<file path="src/rtl/cpu_bus_arbiter_if.sv">
// Requester-side and cpu_bus-side signals of the two-port bus arbiter.
// Latency: none, wires only.
// Backpressure: req is level-held until ack; bus READY stretches the access.
interface cpu_bus_arbiter_if;
    logic        m0_req;
    logic [31:0] m0_addr;
    logic [31:0] m0_wdata;
    logic [1:0]  m0_wlen;
    logic        m0_ack;
    logic        m0_err;
    logic [31:0] m0_rdata;

    logic        m1_req;
    logic [31:0] m1_addr;
    logic [31:0] m1_wdata;
    logic [1:0]  m1_wlen;
    logic        m1_ack;
    logic        m1_err;
    logic [31:0] m1_rdata;

    logic [31:0] bus_address;
    logic [31:0] bus_wdata;
    logic [1:0]  bus_WLEN;
    logic        bus_EN_N;
    logic        bus_READY;
    logic [31:0] bus_rdata;

    logic [1:0]  grant;
    logic        busy;

    // Arbiter side: serves the requesters and drives the shared bus.
    modport slave (
        input  m0_req, m0_addr, m0_wdata, m0_wlen,
        output m0_ack, m0_err, m0_rdata,
        input  m1_req, m1_addr, m1_wdata, m1_wlen,
        output m1_ack, m1_err, m1_rdata,
        output bus_address, bus_wdata, bus_WLEN, bus_EN_N,
        input  bus_READY, bus_rdata,
        output grant, busy
    );

    // Environment side: requesters plus the bus target.
    modport master (
        output m0_req, m0_addr, m0_wdata, m0_wlen,
        input  m0_ack, m0_err, m0_rdata,
        output m1_req, m1_addr, m1_wdata, m1_wlen,
        input  m1_ack, m1_err, m1_rdata,
        input  bus_address, bus_wdata, bus_WLEN, bus_EN_N,
        output bus_READY, bus_rdata,
        input  grant, busy
    );
endinterface

</file>
<file path="src/rtl/cpu_bus_arbiter.sv">
// Two-requester round-robin arbiter/sequencer serialising accesses onto cpu_bus.
// Latency: grant to ack is SETTLE_CYC+1 cycles minimum, plus bus wait cycles.
// Backpressure: requests wait in IDLE while busy; bus READY (or timeout) ends each access.
module cpu_bus_arbiter #(
    parameter int unsigned SETTLE_CYC = 2,
    parameter int unsigned TIMEOUT    = 1024
) (
    input  logic              clk,
    input  logic              rst,
    cpu_bus_arbiter_if.slave  io
);
    typedef enum logic [1:0] {
        IDLE   = 2'd0,
        SETTLE = 2'd1,
        WAIT   = 2'd2,
        DONE   = 2'd3
    } state_t;

    localparam logic [15:0] SETTLE_LAST  = 16'(SETTLE_CYC - 1);
    localparam logic [15:0] TIMEOUT_LAST = 16'(TIMEOUT - 1);

    state_t      state_q, state_d;
    logic [15:0] cnt_q, cnt_d;
    logic        last_grant_q, last_grant_d;
    logic [1:0]  grant_q, grant_d;
    logic [31:0] addr_q, addr_d;
    logic [31:0] wdata_q, wdata_d;
    logic [1:0]  wlen_q, wlen_d;
    logic        en_n_q, en_n_d;
    logic [1:0]  ack_q, ack_d;
    logic [1:0]  err_q, err_d;
    logic [31:0] rdata0_q, rdata0_d;
    logic [31:0] rdata1_q, rdata1_d;
    logic        busy_q, busy_d;
    logic        win;
    logic        owner;

    // Next-state and registered-output computation for the sequencer.
    always_comb begin
        state_d      = state_q;
        cnt_d        = cnt_q;
        last_grant_d = last_grant_q;
        grant_d      = grant_q;
        addr_d       = addr_q;
        wdata_d      = wdata_q;
        wlen_d       = wlen_q;
        en_n_d       = en_n_q;
        ack_d        = ack_q;
        err_d        = err_q;
        rdata0_d     = rdata0_q;
        rdata1_d     = rdata1_q;
        win          = 1'b0;
        owner        = grant_q[1];

        unique case (state_q)
            IDLE: begin
                if (io.m0_req || io.m1_req) begin
                    // On a tie the requester that did not win last time goes first.
                    if (io.m0_req && io.m1_req) win = ~last_grant_q;
                    else                        win = io.m1_req;
                    addr_d       = win ? io.m1_addr  : io.m0_addr;
                    wdata_d      = win ? io.m1_wdata : io.m0_wdata;
                    wlen_d       = win ? io.m1_wlen  : io.m0_wlen;
                    en_n_d       = 1'b0;
                    grant_d      = win ? 2'b10 : 2'b01;
                    last_grant_d = win;
                    cnt_d        = '0;
                    state_d      = SETTLE;
                end
            end
            SETTLE: begin
                // READY is still the stale registered value from the previous access.
                if (cnt_q == SETTLE_LAST) begin
                    cnt_d   = '0;
                    state_d = WAIT;
                end else begin
                    cnt_d = cnt_q + 16'd1;
                end
            end
            WAIT: begin
                if (io.bus_READY) begin
                    if (wlen_q == 2'b00) begin
                        if (owner) rdata1_d = io.bus_rdata;
                        else       rdata0_d = io.bus_rdata;
                    end
                    ack_d[owner] = 1'b1;
                    en_n_d       = 1'b1;
                    state_d      = DONE;
                end else if (cnt_q == TIMEOUT_LAST) begin
                    ack_d[owner] = 1'b1;
                    err_d[owner] = 1'b1;
                    en_n_d       = 1'b1;
                    state_d      = DONE;
                end else begin
                    cnt_d = cnt_q + 16'd1;
                end
            end
            DONE: begin
                // req is not sampled here, which guarantees an EN_N-high gap.
                ack_d   = 2'b00;
                err_d   = 2'b00;
                grant_d = 2'b00;
                wlen_d  = 2'b00;
                state_d = IDLE;
            end
            default: state_d = IDLE;
        endcase

        busy_d = (state_d != IDLE);
    end

    // State and output registers; reset drops any in-flight access silently.
    always_ff @(posedge clk or posedge rst) begin
        if (rst) begin
            state_q      <= IDLE;
            cnt_q        <= '0;
            last_grant_q <= 1'b1;
            grant_q      <= '0;
            addr_q       <= '0;
            wdata_q      <= '0;
            wlen_q       <= '0;
            en_n_q       <= 1'b1;
            ack_q        <= '0;
            err_q        <= '0;
            rdata0_q     <= '0;
            rdata1_q     <= '0;
            busy_q       <= 1'b0;
        end else begin
            state_q      <= state_d;
            cnt_q        <= cnt_d;
            last_grant_q <= last_grant_d;
            grant_q      <= grant_d;
            addr_q       <= addr_d;
            wdata_q      <= wdata_d;
            wlen_q       <= wlen_d;
            en_n_q       <= en_n_d;
            ack_q        <= ack_d;
            err_q        <= err_d;
            rdata0_q     <= rdata0_d;
            rdata1_q     <= rdata1_d;
            busy_q       <= busy_d;
        end
    end

    assign io.m0_ack      = ack_q[0];
    assign io.m0_err      = err_q[0];
    assign io.m0_rdata    = rdata0_q;
    assign io.m1_ack      = ack_q[1];
    assign io.m1_err      = err_q[1];
    assign io.m1_rdata    = rdata1_q;
    assign io.bus_address = addr_q;
    assign io.bus_wdata   = wdata_q;
    assign io.bus_WLEN    = wlen_q;
    assign io.bus_EN_N    = en_n_q;
    assign io.grant       = grant_q;
    assign io.busy        = busy_q;
endmodule
</file>
<file path="src/flat_wrapper.sv">
// flat-port wrapper written by rule: the top's interface ports become plain ports
module cpu_bus_arbiter_flat 
#(
    parameter int unsigned SETTLE_CYC = 2,
    parameter int unsigned TIMEOUT    = 1024
)
  (clk, rst, io_m0_req, io_m0_addr, io_m0_wdata, io_m0_wlen, io_m0_ack, io_m0_err, io_m0_rdata, io_m1_req, io_m1_addr, io_m1_wdata, io_m1_wlen, io_m1_ack, io_m1_err, io_m1_rdata, io_bus_address, io_bus_wdata, io_bus_WLEN, io_bus_EN_N, io_bus_READY, io_bus_rdata, io_grant, io_busy);
  cpu_bus_arbiter_if io_i ();
  input  logic clk;
  input  logic rst;
  input wire logic [$bits(io_i.m0_req)-1:0] io_m0_req;
  input wire logic [$bits(io_i.m0_addr)-1:0] io_m0_addr;
  input wire logic [$bits(io_i.m0_wdata)-1:0] io_m0_wdata;
  input wire logic [$bits(io_i.m0_wlen)-1:0] io_m0_wlen;
  output wire logic [$bits(io_i.m0_ack)-1:0] io_m0_ack;
  output wire logic [$bits(io_i.m0_err)-1:0] io_m0_err;
  output wire logic [$bits(io_i.m0_rdata)-1:0] io_m0_rdata;
  input wire logic [$bits(io_i.m1_req)-1:0] io_m1_req;
  input wire logic [$bits(io_i.m1_addr)-1:0] io_m1_addr;
  input wire logic [$bits(io_i.m1_wdata)-1:0] io_m1_wdata;
  input wire logic [$bits(io_i.m1_wlen)-1:0] io_m1_wlen;
  output wire logic [$bits(io_i.m1_ack)-1:0] io_m1_ack;
  output wire logic [$bits(io_i.m1_err)-1:0] io_m1_err;
  output wire logic [$bits(io_i.m1_rdata)-1:0] io_m1_rdata;
  output wire logic [$bits(io_i.bus_address)-1:0] io_bus_address;
  output wire logic [$bits(io_i.bus_wdata)-1:0] io_bus_wdata;
  output wire logic [$bits(io_i.bus_WLEN)-1:0] io_bus_WLEN;
  output wire logic [$bits(io_i.bus_EN_N)-1:0] io_bus_EN_N;
  input wire logic [$bits(io_i.bus_READY)-1:0] io_bus_READY;
  input wire logic [$bits(io_i.bus_rdata)-1:0] io_bus_rdata;
  output wire logic [$bits(io_i.grant)-1:0] io_grant;
  output wire logic [$bits(io_i.busy)-1:0] io_busy;
  assign io_i.m0_req = io_m0_req;
  assign io_i.m0_addr = io_m0_addr;
  assign io_i.m0_wdata = io_m0_wdata;
  assign io_i.m0_wlen = io_m0_wlen;
  assign io_m0_ack = io_i.m0_ack;
  assign io_m0_err = io_i.m0_err;
  assign io_m0_rdata = io_i.m0_rdata;
  assign io_i.m1_req = io_m1_req;
  assign io_i.m1_addr = io_m1_addr;
  assign io_i.m1_wdata = io_m1_wdata;
  assign io_i.m1_wlen = io_m1_wlen;
  assign io_m1_ack = io_i.m1_ack;
  assign io_m1_err = io_i.m1_err;
  assign io_m1_rdata = io_i.m1_rdata;
  assign io_bus_address = io_i.bus_address;
  assign io_bus_wdata = io_i.bus_wdata;
  assign io_bus_WLEN = io_i.bus_WLEN;
  assign io_bus_EN_N = io_i.bus_EN_N;
  assign io_i.bus_READY = io_bus_READY;
  assign io_i.bus_rdata = io_bus_rdata;
  assign io_grant = io_i.grant;
  assign io_busy = io_i.busy;
  cpu_bus_arbiter #(.SETTLE_CYC(SETTLE_CYC), .TIMEOUT(TIMEOUT)) u_core (.clk(clk), .rst(rst), .io(io_i));
endmodule
</file>
<file path="config.mk">
export PLATFORM = sky130hd
export DESIGN_NAME = cpu_bus_arbiter_flat
export DESIGN_NICKNAME = d
export VERILOG_FILES = /design/src/rtl/cpu_bus_arbiter_if.sv /design/src/rtl/cpu_bus_arbiter.sv /design/src/flat_wrapper.sv
export SDC_FILE = /design/constraint.sdc
export NUM_CORES = 1
export LEC_CHECK = 0
export CAP_MARGIN = 20
export CORE_UTILIZATION = 42
export DETAILED_ROUTE_END_ITERATION = 6
export PLACE_DENSITY = 0.77
export SLEW_MARGIN = 30
export SYNTH_ARGS = -nofsm -noshare
export SYNTH_HDL_FRONTEND = slang
export SYNTH_SLANG_ARGS = --single-unit
</file>
<file path="constraint.sdc">
create_clock -name clk -period 6.9 [get_ports clk]
set_clock_uncertainty 0.1 [all_clocks]
set_input_delay 1.035 -clock clk [delete_from_list [all_inputs] [get_ports clk]]
set_output_delay 1.035 -clock clk [all_outputs]
set_load 0.02 [all_outputs]
</file>
# == After elaboration in Yosys (flattened, before gate mapping) ==
# Cells that the tools add are included.
# word_totals
reg_bits,157
inputBits,169
out_inout_bits,138
word_cells,81
# op_classes
n_addsub,1
n_lt_le_gt_ge,2
eq_ne,10
mux,33
bitwise,4
n_reduce_logical,18
# op_table
cell,n
16-bit two-way mux,4
32-bit two-way mux,2
16-bit case mux with 3 select lines,1
2-bit two-way mux,12
16-bit by 1-bit adder with 16-bit output (second input constant),1
16-bit by 1-bit equality test with 1-bit output (second input constant),1
16-bit by 10-bit equality test with 1-bit output (second input constant),1
2-bit case mux with 2 select lines,4
4-bit AND reduction,3
2-bit case mux with 4 select lines,1
2-bit nonzero test,4
1-bit two-way mux,7
2-bit AND reduction,3
3-bit AND reduction,2
2-bit equality test (second input constant),2
2-bit zero test,2
2-bit by 1-bit != test with 1-bit output (second input constant),2
2-bit != test (second input constant),2
2-bit OR,2
3-bit by 2-bit != test with 1-bit output (second input constant),1
3-bit nonzero test,1
2-bit by 1-bit equality test with 1-bit output (second input constant),1
1-bit logical AND,2
1-bit by 2-bit less-than comparator with 1-bit output (second input constant),1
5 further kinds,6

# == Depth between registers and ports, before layout ==
# Gate-level depths: netlist of the first run.
# depth
depth_word,8
mapped_depth,8
ltp_nobuf,7

# == Worst setup path before layout of the first run ==
# OpenSTA, ideal clock, no wires.
# synth_timing
path_type,input -> register
start,input io_bus_READY
end,register u_core.rdata0_q[0] (netlist: u_core.io.m0_rdata[0])
setup_time_ns,0.125
arrival_ns,2.227
slack_ns,4.448
stages,4
path_buffers,1
cell_sequence,nand2_1 -> nor4_1 -> buf_2 -> mux2_2
# synth_between
elab_chain_cells,1
# synth_lines
element,line_no,source
start: declaration,flat_wrapper.sv:29,input wire logic [$bits(io_i.bus_READY)-1:0] io_bus_READY;
4-bit AND reduction (no source line),-,
end signal: assignment,cpu_bus_arbiter.sv:139,rdata0_q <= rdata0_d;
end: declaration,cpu_bus_arbiter.sv:32,"logic [31:0] rdata0_q, rdata0_d;"
# No other way between the ends.
# A chain may end at the register's enable or synchronous reset.

# == Final worst setup path of the first run ==
# layout_timing
start,input io_m0_req
end,register u_core.cnt_q[13]
# layout_between
elab_chain_cells,3
# layout_lines
element,line_no,source
start: declaration,flat_wrapper.sv:11,input wire logic [$bits(io_i.m0_req)-1:0] io_m0_req;
1-bit logical OR,cpu_bus_arbiter.sv:57,if (io.m0_req || io.m1_req) begin
2-bit by 1-bit != test with 1-bit output (no source line),-,
4-bit AND reduction (no source line),-,
end signal: assignment,cpu_bus_arbiter.sv:130,cnt_q <= cnt_d;
end: declaration,cpu_bus_arbiter.sv:23,"logic [15:0] cnt_q, cnt_d;"
# No other way between the ends.

==> results_dict.tcl, run 1 <==
set metrics [dict create \
    outcome "finished clean" \
    totalWireLength_mm 20.6 \
    gr-total-overflow 0 \
    drive_gt1_frac 0.128 \
    finalSetupViolations 0 \
    core_region_area_um2 16100 \
    max_freq_mhz 318 \
    p_leak_nw 4.85 \
    post-route-period-util 0.455 \
    clock-root-buffer "clkbuf_16" \
    syn_area_um2 7000 \
    ctsHoldBuffers 0 \
    cp_data_arrival_time_ps 3320 \
    std_cell_rows 46 \
    fp.dieH_um 131 \
    cp_num_buf_inv 1 \
    grt_pass1_vias 5720 \
    placed_area_um2 10200 \
    first_pass_iters 4 \
    peakVddDrop_mv 0.179 \
    dp_worst_setup_slack_ps 3330 \
    drv_slew 0 \
    cts_buffers 17 \
    grt_start_max_net_pins 105 \
    cp-end-kind "flip-flop" \
    slowest_delay_ps 560 \
    ys_seq_area_frac 0.562 \
    insertion_delay_ps 420 \
    grt_use_total 0.236 \
    dp_hpwl_mm 15.4 \
    cpMaxStageDelayCell "clkdlybuf4s50_1" \
    synth_nets 775 \
    fillCellCount 1177 \
    yosysTopAreaCell "dfrtp_1" \
    antenna_found_initial 0 \
    diodes 0 \
    yosys_warnings 0 \
    initialDrtViolationCount 380 \
    hp-class "flip-flop to flip-flop" \
    required_ps 7070 \
    start_util 0.436 \
    start_kind "input pin" \
    wl_per_cell_um 18.3 \
    place_congestion 0.818 \
    synth-edff-count 0 \
    path_cells "clkdlybuf4s50_1, nor2_1, a2bb2oi_1, o211ai_4, nand2b_1, o311ai_0" \
    crit_fanout 18 \
    relSlewSlack 0.427 \
    final_common_cell "clkdlybuf4s50_1" \
    worstMarginPinSlew_ps 860 \
    clock_sinks 157 \
    setup_ws_ps 3760 \
    ys_dominant_reg_cell "dfrtp_1" \
    pwr_density_cell_nw_per_um2 186 \
    fin_tns_setup_ps 0 \
    post-cts-setup-buffers 0 \
    cts_tree "built" \
    synth.distinct_cells 49 \
    syn_avg_cell_area_um2 11.7 \
    async_flop_share 1.00 \
    io_pins 307 \
    synth_top_area_frac 0.554 \
    port_buffers 306 \
    rsz0062_at_grt "false" \
    synth_seq_cells 157 \
    crit_type "input pin to flip-flop" \
    nets 1071 \
    clockBufferDepth 2 \
    critPathTopFamily "simple AND/OR/NAND/NOR gates" \
    synthCells 600 \
    drcViolationCount 0 \
    die_w_um 131 \
    syn_to_final_growth_pct 55.0 \
    num_vias 5753 \
    drv_cap 0 \
    final_area_um2 10800 \
    grt_pass1_wl_mm 30.3 \
    via_per_inst 5.11 \
    hold_violations 0 \
    postRouteAntennaNets 0 \
    post_cts_resized 0 \
    min_period_ps 3140 \
    final_cell_mix "clkdlybuf4s50_1 (306), dfrtp_1 (155), nand2_1 (88), o21ai_0 (71), mux2i_1 (70)" \
    die_area_um2 17200 \
    htree_levels 4 \
    path_clk_slew_ps 60 \
    ys_top_cells_by_area "dfrtp_1 (55%), mux2_2 (11%), mux2i_1 (10%), o21ai_0 (5.1%), nand2_1 (4.7%)" \
]
[kinds of logic (layout without fill, tap and decap cells)]
logic type,Yosys count,in the layout,synth area share
and+or+nand+nor,134,134,0.0867
DFF,157,157,0.562
buffers and inverters,47,356,0.0300
muxes,136,136,0.206
AOI/OAI and AO/OA,120,120,0.105
adders and majority gates,6,6,0.0107
[path summary, 6_finish.rpt]
check	from	to	slack (ps)	cells past startpoint
min in group asynchronous	rst	u_core.io.bus_address[7]$_DFFE_PP0P_	1040	2
hold / removal	u_core.io.bus_address[1]$_DFFE_PP0P_	u_core.io.bus_address[1]$_DFFE_PP0P_	380	2
setup reg to reg	u_core.state_q[1]$_DFF_PP0_	u_core.cnt_q[13]$_DFFE_PP0P_	4040	7
max in group asynchronous	rst	u_core.io.m0_rdata[27]$_DFFE_PP0P_	4530	3
setup / recovery	io_m0_req	u_core.cnt_q[13]$_DFFE_PP0P_	3760	6
hold reg to reg	u_core.io.bus_address[1]$_DFFE_PP0P_	u_core.io.bus_address[1]$_DFFE_PP0P_	380	2
[Yosys cell counts (3+ instances only)]
master / count
nand4_1: 3
o21ai_0: 72
nand3_1: 9
nand2_1: 88
ha_1: 6
mux2_2: 66
clkbuf_1: 16
o22ai_1: 5
o31ai_1: 7
mux2i_1: 70
inv_1: 13
nor3_1: 6
a21oi_1: 7
a2bb2oi_1: 7
a22o_1: 5
buf_1: 3
a31oi_1: 4
nor2_1: 8
dfrtp_1: 155
buf_2: 12
[final cells by class]
type / instances / area, um2 / area share
Sequential cell: 157 / 3930 / 0.362
Timing Repair Buffer: 311 / 3110 / 0.286
Multi-Input combinational cell: 396 / 2890 / 0.266
Clock buffer: 18 / 439 / 0.0405
Tap cell: 216 / 270 / 0.0249
Clock inverter: 14 / 160 / 0.0148
Inverter: 13 / 53.8 / 0.00496
[power by group]
part | switching, W | total [W] | internal (W) | leakage (nW)
registers | 0.0000000000000000000439 | 0.000921 | 0.000921 | 2.12
logic | 0.0000550 | 0.000159 | 0.000104 | 2.45
clock network | 0.000393 | 0.000942 | 0.000549 | 0.280
total | 0.000448 | 0.00202 | 0.00157 | 4.85
[per-stage QoR]
stage | instances | hold slack [ps] | power [W] | utilization
after CTS | 1125 | 382 | 0.00204 | 0.675
final | 1125 | 379 | 0.00202 | 0.676
after detailed placement | 1093 | 369 | 0.00110 | 0.638
after global routing | 1125 | 403 | 0.00209 | 0.676
after floorplan | 600 | 405 | 0.000986 | -
after global placement | 1093 | 360 | 0.00109 | 0.638
[metal layers]
| metal | vias up | track usage | routed length, um |
|---|---|---|---|
| li1 | 2724 | - | - |
| met1 | 2756 | 0.281 | 7970 |
| met2 | 223 | 0.395 | 10300 |
| met3 | 50 | 0.0621 | 1500 |
| met4 | 0 | 0.118 | 818 |
| met5 | - | 0 | 0 |
[registers in the layout (all words and copies together) (netlist names)]
signal and flops:
u_core.io.bus_address 32, u_core.io.bus_wdata 32, u_core.io.m0_rdata 32, u_core.io.m1_rdata 32, u_core.cnt_q 16, u_core.ack_q 2, u_core.err_q 2, u_core.io.bus_WLEN 2
u_core.io.grant 2, u_core.state_q 2, u_core.io.bus_EN_N 1, u_core.io.busy 1, u_core.last_grant_q 1
[worst reg2reg max path, cell delays in order (launching register included)]
cell	delay [ps]
dfrtp_1	430
inv_1	120
ha_1	530
or2_2	220
a2bb2oi_1	260
o211ai_4	240
nand2b_1	420
o311ai_0	420
(Power assumes the default switching activity.)
==> inputs of run 2 (changes only) <==
CORE_UTILIZATION = 38   (was 42)
PLACE_DENSITY = 0.73   (was 0.77)
clock period = 2.8 ns   (was 6.9 ns; I/O delays follow)
==> run 2 against run 1 <==
Effect of this change:
- flip-flop and latch count unchanged
- global-route usage is 2.7 points lower
- die area up 10%
- register-to-register slack got worse by 3500 ps
- highest routed layer unchanged
==> results_dict.tcl, run 2 (same netlist as run 1, synthesis figures left out) <==
set metrics [dict create \
    final_cell_mix "clkdlybuf4s50_1 (306), dfrtp_1 (155), nand2_1 (88), o21ai_0 (71), mux2i_1 (70)" \
    relSlewSlack 0.619 \
    clock-root-buffer "clkbuf_16" \
    hold_violations 0 \
    initialDrtViolationCount 241 \
    gr-total-overflow 0 \
    min_period_ps 2310 \
    clockBufferDepth 2 \
    final_area_um2 11200 \
    io_pins 307 \
    post-cts-setup-buffers 0 \
    place_congestion 0.791 \
    placed_area_um2 10600 \
    grt_pass1_vias 5688 \
    core_region_area_um2 18000 \
    outcome "finished clean" \
    finalSetupViolations 0 \
    cts_buffers 17 \
    cp_data_arrival_time_ps 2500 \
    insertion_delay_ps 420 \
    cp_num_buf_inv 2 \
    fillCellCount 1507 \
    start_util 0.388 \
    slowest_delay_ps 400 \
    critPathTopFamily "compound AO/OA/AOI/OAI gates" \
    ctsHoldBuffers 0 \
    post_cts_resized 0 \
    cts_tree "built" \
    htree_levels 4 \
    post-route-period-util 0.824 \
    required_ps 3000 \
    postRouteAntennaNets 0 \
    die_area_um2 19000 \
    startpoint "u_core.state_q[0]$_DFF_PP0_" \
    clock_sinks 157 \
    port_buffers 306 \
    path_cells "inv_1, ha_1, or2_2, a2bb2oi_1, o211ai_4, nand2b_1, buf_4, o311ai_0" \
    nets 1091 \
    diodes 0 \
    grt_pass1_wl_mm 30.0 \
    holdWs_ps 277 \
    std_cell_rows 49 \
    grt_start_max_net_pins 43 \
    wl_per_cell_um 17.1 \
    path_clk_slew_ps 70 \
    drcViolationCount 0 \
    die_w_um 138 \
    max_freq_mhz 433 \
    totalWireLength_mm 19.8 \
    peakVddDrop_mv 0.445 \
    reg2reg_from "u_core.state_q[0]$_DFF_PP0_" \
    cpMaxStageDelayCell "dfrtp_1" \
    syn_to_final_growth_pct 59.8 \
    power_w 0.00505 \
    rsz0062_at_grt "false" \
    fp.dieH_um 138 \
    start_kind "flip-flop" \
    first_pass_iters 4 \
    via_per_inst 4.96 \
    dp_hpwl_mm 15.3 \
    hp-class "input pin to asynchronous set/reset pin" \
    crit_type "flip-flop to flip-flop" \
    fin_tns_setup_ps 0 \
    worstMarginPinSlew_ps 569 \
    drive_gt1_frac 0.146 \
    cp-end-kind "flip-flop" \
    antenna_found_initial 0 \
    grt_use_total 0.209 \
    final_common_cell "clkdlybuf4s50_1" \
    drv_cap 0 \
    drv_slew 0 \
    pwr_density_cell_nw_per_um2 452 \
    crit_fanout 7 \
    p_leak_nw 5.03 \
    num_vias 5746 \
]
run 2: cell types whose count changed in the layout (fill, tap and decap cells not counted):
cell        before  now
clkinvlp_4       4    3
inv_8            0    3
buf_4            3   11
clkinv_2         0    1
clkbuf_8         1    0
buf_12           0   14
buf_6            2    0
clkinv_4         4    2
run 2: power breakdown:
part	total (W)	switching [W]	internal (W)	leakage, nW
Clock	0.00236	0.00102	0.00135	0.291
Combinational	0.000418	0.000141	0.000277	2.62
Sequential	0.00227	0.000000000000000000111	0.00227	2.12
Total	0.00505	0.00116	0.00389	5.03
run 2: final cells by class:
type	count	area (um2)	area share
tap	229	287	0.0256
multi-input combinational	396	2890	0.258
clock buffer	17	425	0.0380
clock inverter	15	175	0.0157
inverter	13	52.6	0.00470
sequential	157	3930	0.352
timing repair buffer	331	3430	0.306
run 2: worst reg2reg max path, stage by stage (launching register included):
cell and delay [ps]:
dfrtp_1 400, inv_1 110, ha_1 290, or2_2 170, a2bb2oi_1 250, o211ai_4 150, nand2b_1 180, buf_4 170
o311ai_0 350
run 2: worst paths after layout:
kind | slack, ps | to | cells past startpoint
setup reg to reg | 490 | u_core.cnt_q[6]$_DFFE_PP0P_ | 8
hold reg to reg | 380 | u_core.io.bus_address[0]$_DFFE_PP0P_ | 2
max in group asynchronous | 1680 | u_core.last_grant_q$_DFFE_PP1P_ | 3
min in group clk | 380 | u_core.io.bus_address[0]$_DFFE_PP0P_ | 2
hold / removal | 280 | u_core.io.bus_address[9]$_DFFE_PP0P_ | 2
setup / recovery | 490 | u_core.cnt_q[6]$_DFFE_PP0P_ | 8
run 2: metrics by stage:
step	utilization	worst slack (ps)	instances
3_5_place_dp	0.587	480	1126
3_3_place_gp	0.587	537	1126
4_1_cts	0.620	494	1158
2_1_floorplan	-	295	600
6_report	0.620	492	1158
5_1_grt	0.620	319	1158
run 2: metal layers:
metal  GRT usage  wire [um]
met4      0.0870        454
met1       0.263       8390
met2       0.345       9750
met3      0.0486       1250
met5           0          0
